[config.mk]
export PLATFORM = sky130hd
export DESIGN_NAME = cordic_angle_sequencer
export DESIGN_NICKNAME = d
export VERILOG_FILES = /design/src/rtl/cordic_pkg.sv /design/src/rtl/cordic_atan_rom.sv /design/src/rtl/cordic_angle_sequencer.sv
export SDC_FILE = /design/constraint.sdc
export NUM_CORES = 1
export LEC_CHECK = 0
export CELL_PAD_IN_SITES_DETAIL_PLACEMENT = 1
export CELL_PAD_IN_SITES_GLOBAL_PLACEMENT = 1
export CORE_ASPECT_RATIO = 2
export CORE_MARGIN = 5
export CORE_UTILIZATION = 41
export DETAILED_ROUTE_END_ITERATION = 7
export GPL_TIMING_DRIVEN = 0
export PLACE_DENSITY_LB_ADDON = 0.12
export SLEW_MARGIN = 15
export SYNTH_ARGS = -nofsm -noshare
export SYNTH_HDL_FRONTEND = slang
export SYNTH_SLANG_ARGS = --single-unit
[constraint.sdc]
create_clock -name clk -period 7.95 [get_ports clk]
set_input_delay 0.795 -clock clk [delete_from_list [all_inputs] [get_ports clk]]
set_output_delay 0.795 -clock clk [all_outputs]
set_load 0.005 [all_outputs]
[src/rtl/cordic_pkg.sv]
// cordic_pkg: shared state encoding, pi/2 limit and Q3.29 atan table for the CORDIC angle sequencer
package cordic_pkg;
  typedef enum logic [1:0] {IDLE, LOAD, ROT, DONE} state_t;
  localparam logic [31:0] PIH32 = 32'd843314857;
  localparam logic [31:0] ATAN32 [16] = '{
    32'd421657428, 32'd248918915, 32'd131521918, 32'd66762579,
    32'd33510843,  32'd16771757,  32'd8387925,   32'd4194218,
    32'd2097141,   32'd1048575,   32'd524288,    32'd262144,
    32'd131072,    32'd65536,     32'd32768,     32'd16384
  };
  // Round-to-nearest rescale of a Q3.29 constant down to Q3.(w-3)
  function automatic logic [31:0] q29_scale(input logic [31:0] v, input int w);
    int sh;
    sh = 32 - w;
    return sh > 0 ? 32'((64'(v) + (64'd1 << (sh - 1))) >> sh) : v;
  endfunction
endpackage

[src/rtl/cordic_atan_rom.sv]
// cordic_atan_rom: iteration index to atan(2^-i) in Q3.(WIDTH-3)
module cordic_atan_rom
  import cordic_pkg::*;
#(
  parameter int WIDTH = 16
) (
  input  logic [3:0]       idx,
  output logic [WIDTH-1:0] atan
);
  always_comb atan = WIDTH'(q29_scale(ATAN32[idx], WIDTH));
endmodule

[src/rtl/cordic_angle_sequencer.sv]
// cordic_angle_sequencer: load/iterate control and residual-angle datapath feeding the CORDIC x/y stage
module cordic_angle_sequencer
  import cordic_pkg::*;
#(
  parameter int WIDTH = 16,
  parameter int ITER  = 16
) (
  input  logic             clk,
  input  logic             rst,
  input  logic             start,
  input  logic [WIDTH-1:0] Z,
  output logic             busy,
  output logic             done,
  output logic             ld,
  output logic             delta,
  output logic [3:0]       i,
  output logic [WIDTH-1:0] z_res,
  output logic             z_err
);
  localparam logic signed [WIDTH-1:0] PIH = WIDTH'(q29_scale(PIH32, WIDTH));
  localparam logic [3:0] LAST = 4'(ITER - 1);
  state_t state;
  logic [WIDTH-1:0] atan;
  logic [WIDTH:0] sum;
  logic [WIDTH-1:0] z_next;
  cordic_atan_rom #(.WIDTH(WIDTH)) u_rom (.idx(i), .atan(atan));
  always_comb begin
    delta = state == ROT && !z_res[WIDTH-1];
    sum = delta ? {z_res[WIDTH-1], z_res} - {1'b0, atan} : {z_res[WIDTH-1], z_res} + {1'b0, atan};
    z_next = sum[WIDTH] == sum[WIDTH-1] ? sum[WIDTH-1:0] : {sum[WIDTH], {(WIDTH-1){~sum[WIDTH]}}};
  end
  always_ff @(posedge clk) begin
    if (rst) begin
      state <= IDLE;
      busy  <= 1'b0;
      done  <= 1'b0;
      ld    <= 1'b0;
      i     <= '0;
      z_res <= '0;
      z_err <= 1'b0;
    end else begin
      case (state)
        IDLE: if (start) begin
          state <= LOAD;
          busy  <= 1'b1;
          ld    <= 1'b1;
          i     <= '0;
          z_res <= Z;
          z_err <= $signed(Z) > PIH || $signed(Z) < -PIH;
        end
        LOAD: begin
          state <= ROT;
          ld    <= 1'b0;
        end
        ROT: begin
          z_res <= z_next;
          if (i == LAST) begin
            state <= DONE;
            busy  <= 1'b0;
            done  <= 1'b1;
          end else i <= i + 4'd1;
        end
        DONE: begin
          state <= IDLE;
          done  <= 1'b0;
        end
        default: state <= IDLE;
      endcase
    end
  end
endmodule
==> results of run 1 <==
-- logic make-up (layout without fill, tap and decap cells) --
logic type      count (synthesis)  after routing  share of synthesized area [%]
compound gates                139            139                           30.6
xor+xnor                       30             30                           8.44
fa+ha+maj                      32             32                           12.7
buf+inv                        42             88                           7.23
flops                          26             26                           16.3
mux                             6              6                           2.31
simple gates                  139            139                           22.4
-- area by class of cell --
| type | instances | area (um^2) |
|---|---|---|
| well taps | 94 | 118 |
| repair buffers | 42 | 420 |
| plain buffers | 21 | 153 |
| inverters | 21 | 78.8 |
| clock inverters | 1 | 30.0 |
| flip-flops and latches | 26 | 520 |
| multi-input cells | 346 | 2450 |
| fillers | 972 | 3760 |
| clock buffers | 3 | 75.1 |
-- report_power, final --
part | internal [uW] | switching [uW]
Combinational | 512 | 710
Clock | 101 | 54.6
Sequential | 185 | 57.3
-- final timing paths --
path	startpoint	endpoint	slack, ps	cells past startpoint
hold reg to reg	ld	ld	500	2
hold / removal	ld	ld	500	2
setup reg to reg	i[3]	z_res[2]	730	24
setup / recovery	i[3]	z_res[2]	730	24
-- routing by layer --
layer / vias up / part of all wire [%] / wire length, um / global-route usage [%]
met3: 32 / 1.8 / 203 / 1.79
li1: 1620 / - / - / -
met1: 1665 / 37 / 4050 / 21.8
met5: - / 0 / 0 / 0
met4: 0 / 5.3 / 587 / 13.1
met2: 68 / 56 / 6220 / 45.3
-- layout by cell type (no fill, tap or decap), types with 4 or more instances in the layout --
master and n:
nor2_1 42, clkdlybuf4s50_1 42, ha_1 31, a21oi_1 29
nand2_1 28, dfxtp_1 26, o21ai_0 21, inv_1 20
nand2b_1 20, xnor2_1 16, o211ai_1 16, a311oi_1 14
xor2_1 13, nor3_1 11, nand3_1 10, clkbuf_1 9
buf_6 8, a21o_1 7, a31oi_1 7, or2_2 5
nor2b_1 5, o31ai_1 4, mux2i_1 4, a22oi_1 4
a211oi_1 4
-- registers in the layout, summed over array words and instances, names as in the netlist --
name,flops
state,2
i,4
z_res,16
busy,1
ld,1
done,1
z_err,1
-- worst reg2reg max path: cells and delay by family (launching register included) --
family                     cells  cell delay [ps]
buffers and inverters          7             1840
and+or+nand+nor                2              590
AOI/OAI and AO/OA              9             2400
adders and majority gates      3              800
xor gates and xnor gates       3             1050
DFF                            1              430
-- metrics by stage --
stage | instances | hold slack [ps]
after floorplan | 414 | 474
final | 554 | 497
after CTS | 554 | 498
after detailed placement | 550 | 481
after global routing | 554 | 536
after global placement | 550 | 467
==> impl_metrics.json, run 1 <==
{
  "outcome": "finished clean",
  "grt_pass1_vias": 3566,
  "tns_ps": 0,
  "clock.fmax_mhz": 138,
  "crit_required_ps": 8120,
  "drt_iter0_markers": 88,
  "setup_viol": 0,
  "worst-path-buf-inv": 7,
  "ant_nets": 0,
  "crit_chain": "clkbuf_1 -> buf_1 -> clkbuf_1 -> nor3_1 -> a21oi_1 -> ha_1 -> inv_1 -> xnor2_1 -> inv_1 -> ha_1 -> inv_1 -> a2111oi_0 -> a22oi_1 -> o31ai_1 -> xor2_1 -> ha_1 -> a21o_1 -> or4_1 -> a21oi_1 -> o31ai_1 -> xor2_1 -> clkbuf_1 -> o31ai_1 -> a221oi_1",
  "io_pins": 44,
  "hold_class": "flop to flop",
  "portBuffers": 42,
  "dp_hpwl_um": 9170,
  "synth_area_leaders": "dfxtp_1, ha_1, nor2_1, a21oi_1, xnor2_1",
  "syn_area_per_cell_um2": 7.73,
  "power.total_uw": 1620,
  "yosys.area.top_type": "dfxtp_1",
  "num_antenna_cells": 0,
  "rows": 45,
  "clk_latency_ps": 280,
  "slowest_stage": "xor2_1",
  "endpoint_kind": "flop",
  "cp.arrival_ps": 7400,
  "maxCapViolCount": 0,
  "yosys_most_used_dff": "dfxtp_1",
  "nNetsFinal": 512,
  "antenna_found_initial": 0,
  "grt_overflow_total": 0,
  "syn_area_um2": 3200,
  "p_per_area_nw_per_um2": 421,
  "grt_max_degree": 16,
  "synth_commonest_cells": "nor2_1, ha_1, a21oi_1",
  "ir_drop_mv": 0.229,
  "slew-limit-headroom_pct": 36.5,
  "p_leak_uw": 0.00151,
  "dp_slack_ps": 801,
  "wl_per_cell_um": 20.0,
  "cts_setup_buffers": 0,
  "slowest_delay_ps": 650,
  "vias": 3385,
  "cts_buffer_depth": 2,
  "drive_gt1_share_pct": 6.96,
  "yosysMostFrequentCell": "nor2_1",
  "routed_wirelength_um": 11100,
  "initial_utilization_pct": 42.1,
  "cts_tree": "yes",
  "tightestPinTransition_ps": 947,
  "globalplace.congestion": 0.891,
  "syn_nets": 465,
  "worstPathMaxFanout": 10,
  "drv_slew": 0,
  "cts_buffers": 3,
  "die_area_um2": 9780,
  "htree_levels": 1,
  "cts_root_buf": "clkbuf_16",
  "numClockSinks": 26,
  "start_kind": "flop",
  "grt_pass1_wl_um": 17600,
  "firstDrtPassIters": 4,
  "cp_top_family": "compound AO/OA/AOI/OAI gates",
  "synth_edf_count": 0,
  "ys_seq_area_share_pct": 16.3,
  "finalWorstSetupSlack_ps": 727,
  "via_per_inst": 6.11,
  "cts_resized": 0,
  "hold_violations": 0,
  "crit_type": "flop to flop",
  "cts_hold_buf": 0,
  "ys_types": 70,
  "synth_top_area_share_pct": 16.3,
  "grt_usage_pct": 22.9,
  "post-route-period-util_pct": 90.9,
  "core-area_um2": 7600,
  "synthCells": 414,
  "rsz0062_at_grt": "no",
  "yosys_warnings": 0,
  "async_flop_share_pct": 0,
  "design_area_um2": 3840,
  "min_period_ps": 7220,
  "fin_skew_ps": 7.79,
  "die_w_um": 72.5,
  "remaining_drc_errors": 0,
  "placed_area_um2": 3740,
  "die_y_um": 135,
  "clk_pin_slew_ps": 80,
  "synth-seq-cells": 26,
  "syn_to_final_growth_pct": 20.1,
  "finalCoreUtilization_pct": 50.6
}
No activity file was read; power rests on OpenSTA's default activity.
==> inputs of run 2 (changes only) <==
Settings changed: CELL_PAD_IN_SITES_DETAIL_PLACEMENT 1 to 0, CORE_MARGIN 5 to 2.
==> impl_metrics.json, run 2 (synthesized netlist as in run 1, its figures left out) <==
{
  "outcome": "finished clean",
  "grt_pass1_wl_um": 16300,
  "wl_per_cell_um": 17.8,
  "post-route-period-util_pct": 89.5,
  "rr_endpoint": "z_res[2]",
  "clk_pin_slew_ps": 70,
  "min_from": "z_res[0]",
  "clock.fmax_mhz": 141,
  "tns_ps": 0,
  "routed_wirelength_um": 9850,
  "multiInputGateArea_um2": 2450,
  "htree_levels": 1,
  "drt_iter0_markers": 142,
  "globalplace.congestion": 0.915,
  "maxCapViolCount": 0,
  "nNetsFinal": 512,
  "seq_area_um2": 520,
  "remaining_drc_errors": 0,
  "antenna_found_initial": 0,
  "clk_latency_ps": 270,
  "finalWorstSetupSlack_ps": 834,
  "cts_buffer_depth": 2,
  "drv_slew": 0,
  "reg2reg_depth": 24,
  "cts_root_buf": "clkbuf_16",
  "crit_type": "flop to flop",
  "firstDrtPassIters": 4,
  "hold_class": "flop to flop",
  "grt_usage_pct": 24.8,
  "worstPathMaxFanout": 10,
  "cts_tree": "yes",
  "via_per_inst": 5.79,
  "ir_drop_mv": 0.238,
  "cts_hold_buf": 0,
  "ant_nets": 0,
  "syn_to_final_growth_pct": 20.1,
  "grt_max_degree": 16,
  "p_leak_uw": 0.00151,
  "dp_slack_ps": 986,
  "cts_resized": 0,
  "slowest_delay_ps": 660,
  "min_period_ps": 7120,
  "cp.arrival_ps": 7290,
  "start_kind": "flop",
  "tightestPinTransition_ps": 966,
  "grt_pass1_vias": 3318,
  "slowest_stage": "xor2_1",
  "core-area_um2": 7600,
  "rows": 45,
  "die_y_um": 129,
  "hold_end": "z_res[0]",
  "dp_hpwl_um": 8090,
  "vias": 3206,
  "layout_common_cells": "nor2_1, clkdlybuf4s50_1, ha_1",
  "slew-limit-headroom_pct": 35.2,
  "grt_overflow_total": 0,
  "endpoint_kind": "flop",
  "die_area_um2": 8570,
  "crit_required_ps": 8130,
  "hold_violations": 0,
  "p_per_area_nw_per_um2": 409,
  "rsz0062_at_grt": "no",
  "largest_register_ffs": 16,
  "initial_utilization_pct": 42.1,
  "io_pins": 44,
  "fill_cells": 801,
  "drive_gt1_share_pct": 6.96,
  "regMostFlops": "z_res",
  "die_w_um": 66.5,
  "fin_skew_ps": 3.17,
  "setup_viol": 0,
  "r2r-start": "i[3]",
  "numClockSinks": 26,
  "cts_setup_buffers": 0,
  "whs_path_depth": 2,
  "cts_buffers": 3,
  "portBuffers": 42,
  "crit_chain": "clkbuf_1 -> buf_1 -> clkbuf_1 -> nor3_1 -> a21oi_1 -> ha_1 -> inv_1 -> xnor2_1 -> inv_1 -> ha_1 -> inv_1 -> a2111oi_0 -> a22oi_1 -> o31ai_1 -> xor2_1 -> ha_1 -> a21o_1 -> or4_1 -> a21oi_1 -> o31ai_1 -> xor2_1 -> clkbuf_1 -> o31ai_1 -> a221oi_1",
  "top_regs": "z_res x16, i x4, state x2",
  "num_antenna_cells": 0,
  "r2r_slack_ps": 830
}
==> run 2: cell counts in the layout (fill, tap and decap cells not counted) <==
Identical to the previous run, type by type.
==> run 2: how the worst max path moves through the flow <==
stage	from	end	slack, ps	cells after the start
floorplan	i[1]	z_res[2]	2370	25
global placement	i[3]	z_res[2]	900	24
detailed placement	i[3]	z_res[2]	990	24
CTS	i[3]	z_res[2]	930	24
global route	i[3]	z_res[0]	230	24
finish	i[3]	z_res[2]	830	24
==> run 2: per-stage QoR <==
step                hold WS, ps  util (%)  instance area (um^2)  instances  power [uW]
floorplan                   474         -                  3200        414        1060
global placement            468      49.2                  3740        550        1410
detailed placement          481      49.2                  3740        550        1410
CTS                         491      50.6                  3840        554        1580
global route                520      50.6                  3840        554        1730
finish                      483      50.6                  3840        554        1570
==> run 2: power by group <==
group / switching [uW] / total (uW) / internal, uW
Combinational: 671 / 1180 / 509
Sequential: 55.4 / 240 / 185
Clock: 50.5 / 151 / 100
==> run 2: layout make-up <==
class	count	area share [%]
Clock inverter	1	0.781
Inverter	21	2.05
Sequential cell	26	13.5
Tap cell	94	3.06
Clock buffer	3	1.95
Multi-Input combinational cell	346	63.7
Buffer	21	3.97
Timing Repair Buffer	42	10.9
==> run 2: critical path: cells and delay by family (launching register included) <==
family | cells | cell delay [ps]
compound gates | 9 | 2350
xor+xnor | 3 | 1080
fa+ha+maj | 3 | 790
buf+inv | 7 | 1790
flops | 1 | 430
simple gates | 2 | 560
==> run 2: metal layers <==
metal	GRT usage [%]	part of all wire (%)	vias up
met2	45.5	55	70
met3	2.01	2.1	25
met4	14.9	5.4	0
li1	-	-	1626
met1	26.5	38	1485
met5	0	0	-
==> inputs of run 3 (changes only) <==
--- a/config.mk
+++ b/config.mk
@@ -11,6 +11,8 @@
 export CORE_MARGIN = 2
 export CORE_UTILIZATION = 41
+export CTS_CLUSTER_SIZE = 25
 export DETAILED_ROUTE_END_ITERATION = 7
 export GPL_TIMING_DRIVEN = 0
+export MAX_ROUTING_LAYER = met4
 export PLACE_DENSITY_LB_ADDON = 0.12
 export SLEW_MARGIN = 15
==> constraint.sdc (replaced) <==
create_clock -name clk -period 7.95 [get_ports clk]
set_input_delay 0.795 -clock clk [delete_from_list [all_inputs] [get_ports clk]]
set_output_delay 0.795 -clock clk [all_outputs]
set_load 0.05 [all_outputs]
==> impl_metrics.json, run 3 (synthesized netlist as in run 1, its figures left out) <==
{
  "dp_slack_ps": 884,
  "p_clk_share_pct": 8.7,
  "start_kind": "flop",
  "htree_levels": 1,
  "cp.arrival_ps": 7230,
  "drv_slew": 0,
  "num_antenna_cells": 0,
  "cts_setup_buffers": 0,
  "clk_latency_ps": 270,
  "ir_drop_mv": 0.249,
  "drive_gt1_share_pct": 6.96,
  "remaining_drc_errors": 0,
  "nNetsFinal": 512,
  "cts_buffers": 3,
  "grt_usage_pct": 25.8,
  "via_per_inst": 5.85,
  "io_pins": 44,
  "hold_class": "flop to flop",
  "numClockSinks": 26,
  "die_w_um": 66.5,
  "hold_violations": 0,
  "regMostFlops": "z_res",
  "clock.fmax_mhz": 142,
  "die_area_um2": 8570,
  "tns_ps": 0,
  "largest_register_ffs": 16,
  "cts_root_buf": "clkbuf_16",
  "finalWorstSetupSlack_ps": 900,
  "p_per_area_nw_per_um2": 454,
  "switching_share_pct": 54.4,
  "internal-power_uw": 795,
  "grt_pass1_wl_um": 16400,
  "drt_iter0_markers": 124,
  "cts_hold_buf": 0,
  "clk_pin_slew_ps": 70,
  "top_regs": "z_res x16, i x4, state x2",
  "outcome": "finished clean",
  "wl_per_cell_um": 18.1,
  "grt_overflow_total": 0,
  "syn_to_final_growth_pct": 20.1,
  "vias": 3241,
  "p_leak_uw": 0.00151,
  "firstDrtPassIters": 5,
  "power_frac_comb_pct": 77.5,
  "rsz0062_at_grt": "no",
  "power.total_uw": 1740,
  "cts_resized": 0,
  "cts_tree": "yes",
  "fin_skew_ps": 3.39,
  "grt_pass1_vias": 3218,
  "min_period_ps": 7050,
  "fill_cells": 806,
  "ant_nets": 0,
  "routed_wirelength_um": 10000,
  "post-route-period-util_pct": 88.7,
  "die_y_um": 129,
  "dp_hpwl_um": 8150,
  "crit_required_ps": 8130,
  "power_frac_seq_pct": 13.8,
  "tightestPinTransition_ps": 1010,
  "endpoint_kind": "flop",
  "globalplace.congestion": 0.961,
  "grt_max_degree": 16,
  "core-area_um2": 7600,
  "cts_buffer_depth": 2,
  "slew-limit-headroom_pct": 32.1,
  "switchingPower_uw": 949,
  "initial_utilization_pct": 42.1,
  "portBuffers": 42,
  "layout_common_cells": "nor2_1, clkdlybuf4s50_1, ha_1",
  "rows": 45,
  "maxCapViolCount": 0,
  "antenna_found_initial": 0,
  "crit_type": "flop to flop",
  "setup_viol": 0,
  "worstPathMaxFanout": 10
}
-- run 3: cell counts in the layout (fill, tap and decap cells not counted) --
Identical to the previous run, type by type.
-- run 3: power groups by stage --
stage / clock [uW] / sequential, uW / combinational, uW
after floorplan: 0 / 393 / 839
after global placement: 0 / 244 / 1330
after detailed placement: 0 / 243 / 1340
after CTS: 157 / 241 / 1350
after global routing: 157 / 248 / 1500
final: 152 / 240 / 1350
-- run 3: per-layer routing --
layer,vias up,track usage (%),share of wire (%)
met5,-,-,0
met4,0,15.1,5.7
met3,28,1.40,1.9
met2,78,46.4,54
met1,1508,26.8,38
li1,1627,-,-
-- run 3: worst max-delay path, cell delays in order (launching register included) --
cell and delay [ps]:
dfxtp_1 430, clkbuf_1 340, buf_1 380, clkbuf_1 390, nor3_1 110, a21oi_1 290, ha_1 240, inv_1 70
xnor2_1 330, inv_1 80, ha_1 250, inv_1 90, a2111oi_0 50, a22oi_1 510, o31ai_1 160, xor2_1 180
ha_1 380, a21o_1 230, or4_1 440, a21oi_1 240, o31ai_1 140, xor2_1 620, clkbuf_1 460, o31ai_1 230
a221oi_1 300
-- run 3: cell type report --
| class | count | area [um^2] | share of cell area [%] |
|---|---|---|---|
| Multi-Input combinational cell | 346 | 2450 | 63.7 |
| Sequential cell | 26 | 520 | 13.5 |
| Timing Repair Buffer | 42 | 420 | 10.9 |
| Buffer | 21 | 153 | 3.97 |
| Tap cell | 94 | 118 | 3.06 |
| Inverter | 21 | 78.8 | 2.05 |
| Clock buffer | 3 | 75.1 | 1.95 |
| Clock inverter | 1 | 30.0 | 0.781 |
-- run 3: final timing paths --
check | from | end | cells past startpoint | slack, ps
min reg2reg | z_res[0] | z_res[0] | 2 | 490
max reg2reg | i[3] | z_res[2] | 24 | 900
max | i[3] | z_res[2] | 24 | 900
min | z_res[0] | z_res[0] | 2 | 490
-- run 3: per-stage QoR --
stage          hold WS [ps]  std cells  cell area (um^2)  utilization (%)
3_3_place_gp            467        550              3740             49.2
3_5_place_dp            481        550              3740             49.2
4_1_cts                 494        554              3840             50.6
5_1_grt                 527        554              3840             50.6
6_report                487        554              3840             50.6
2_1_floorplan           501        414              3200                -
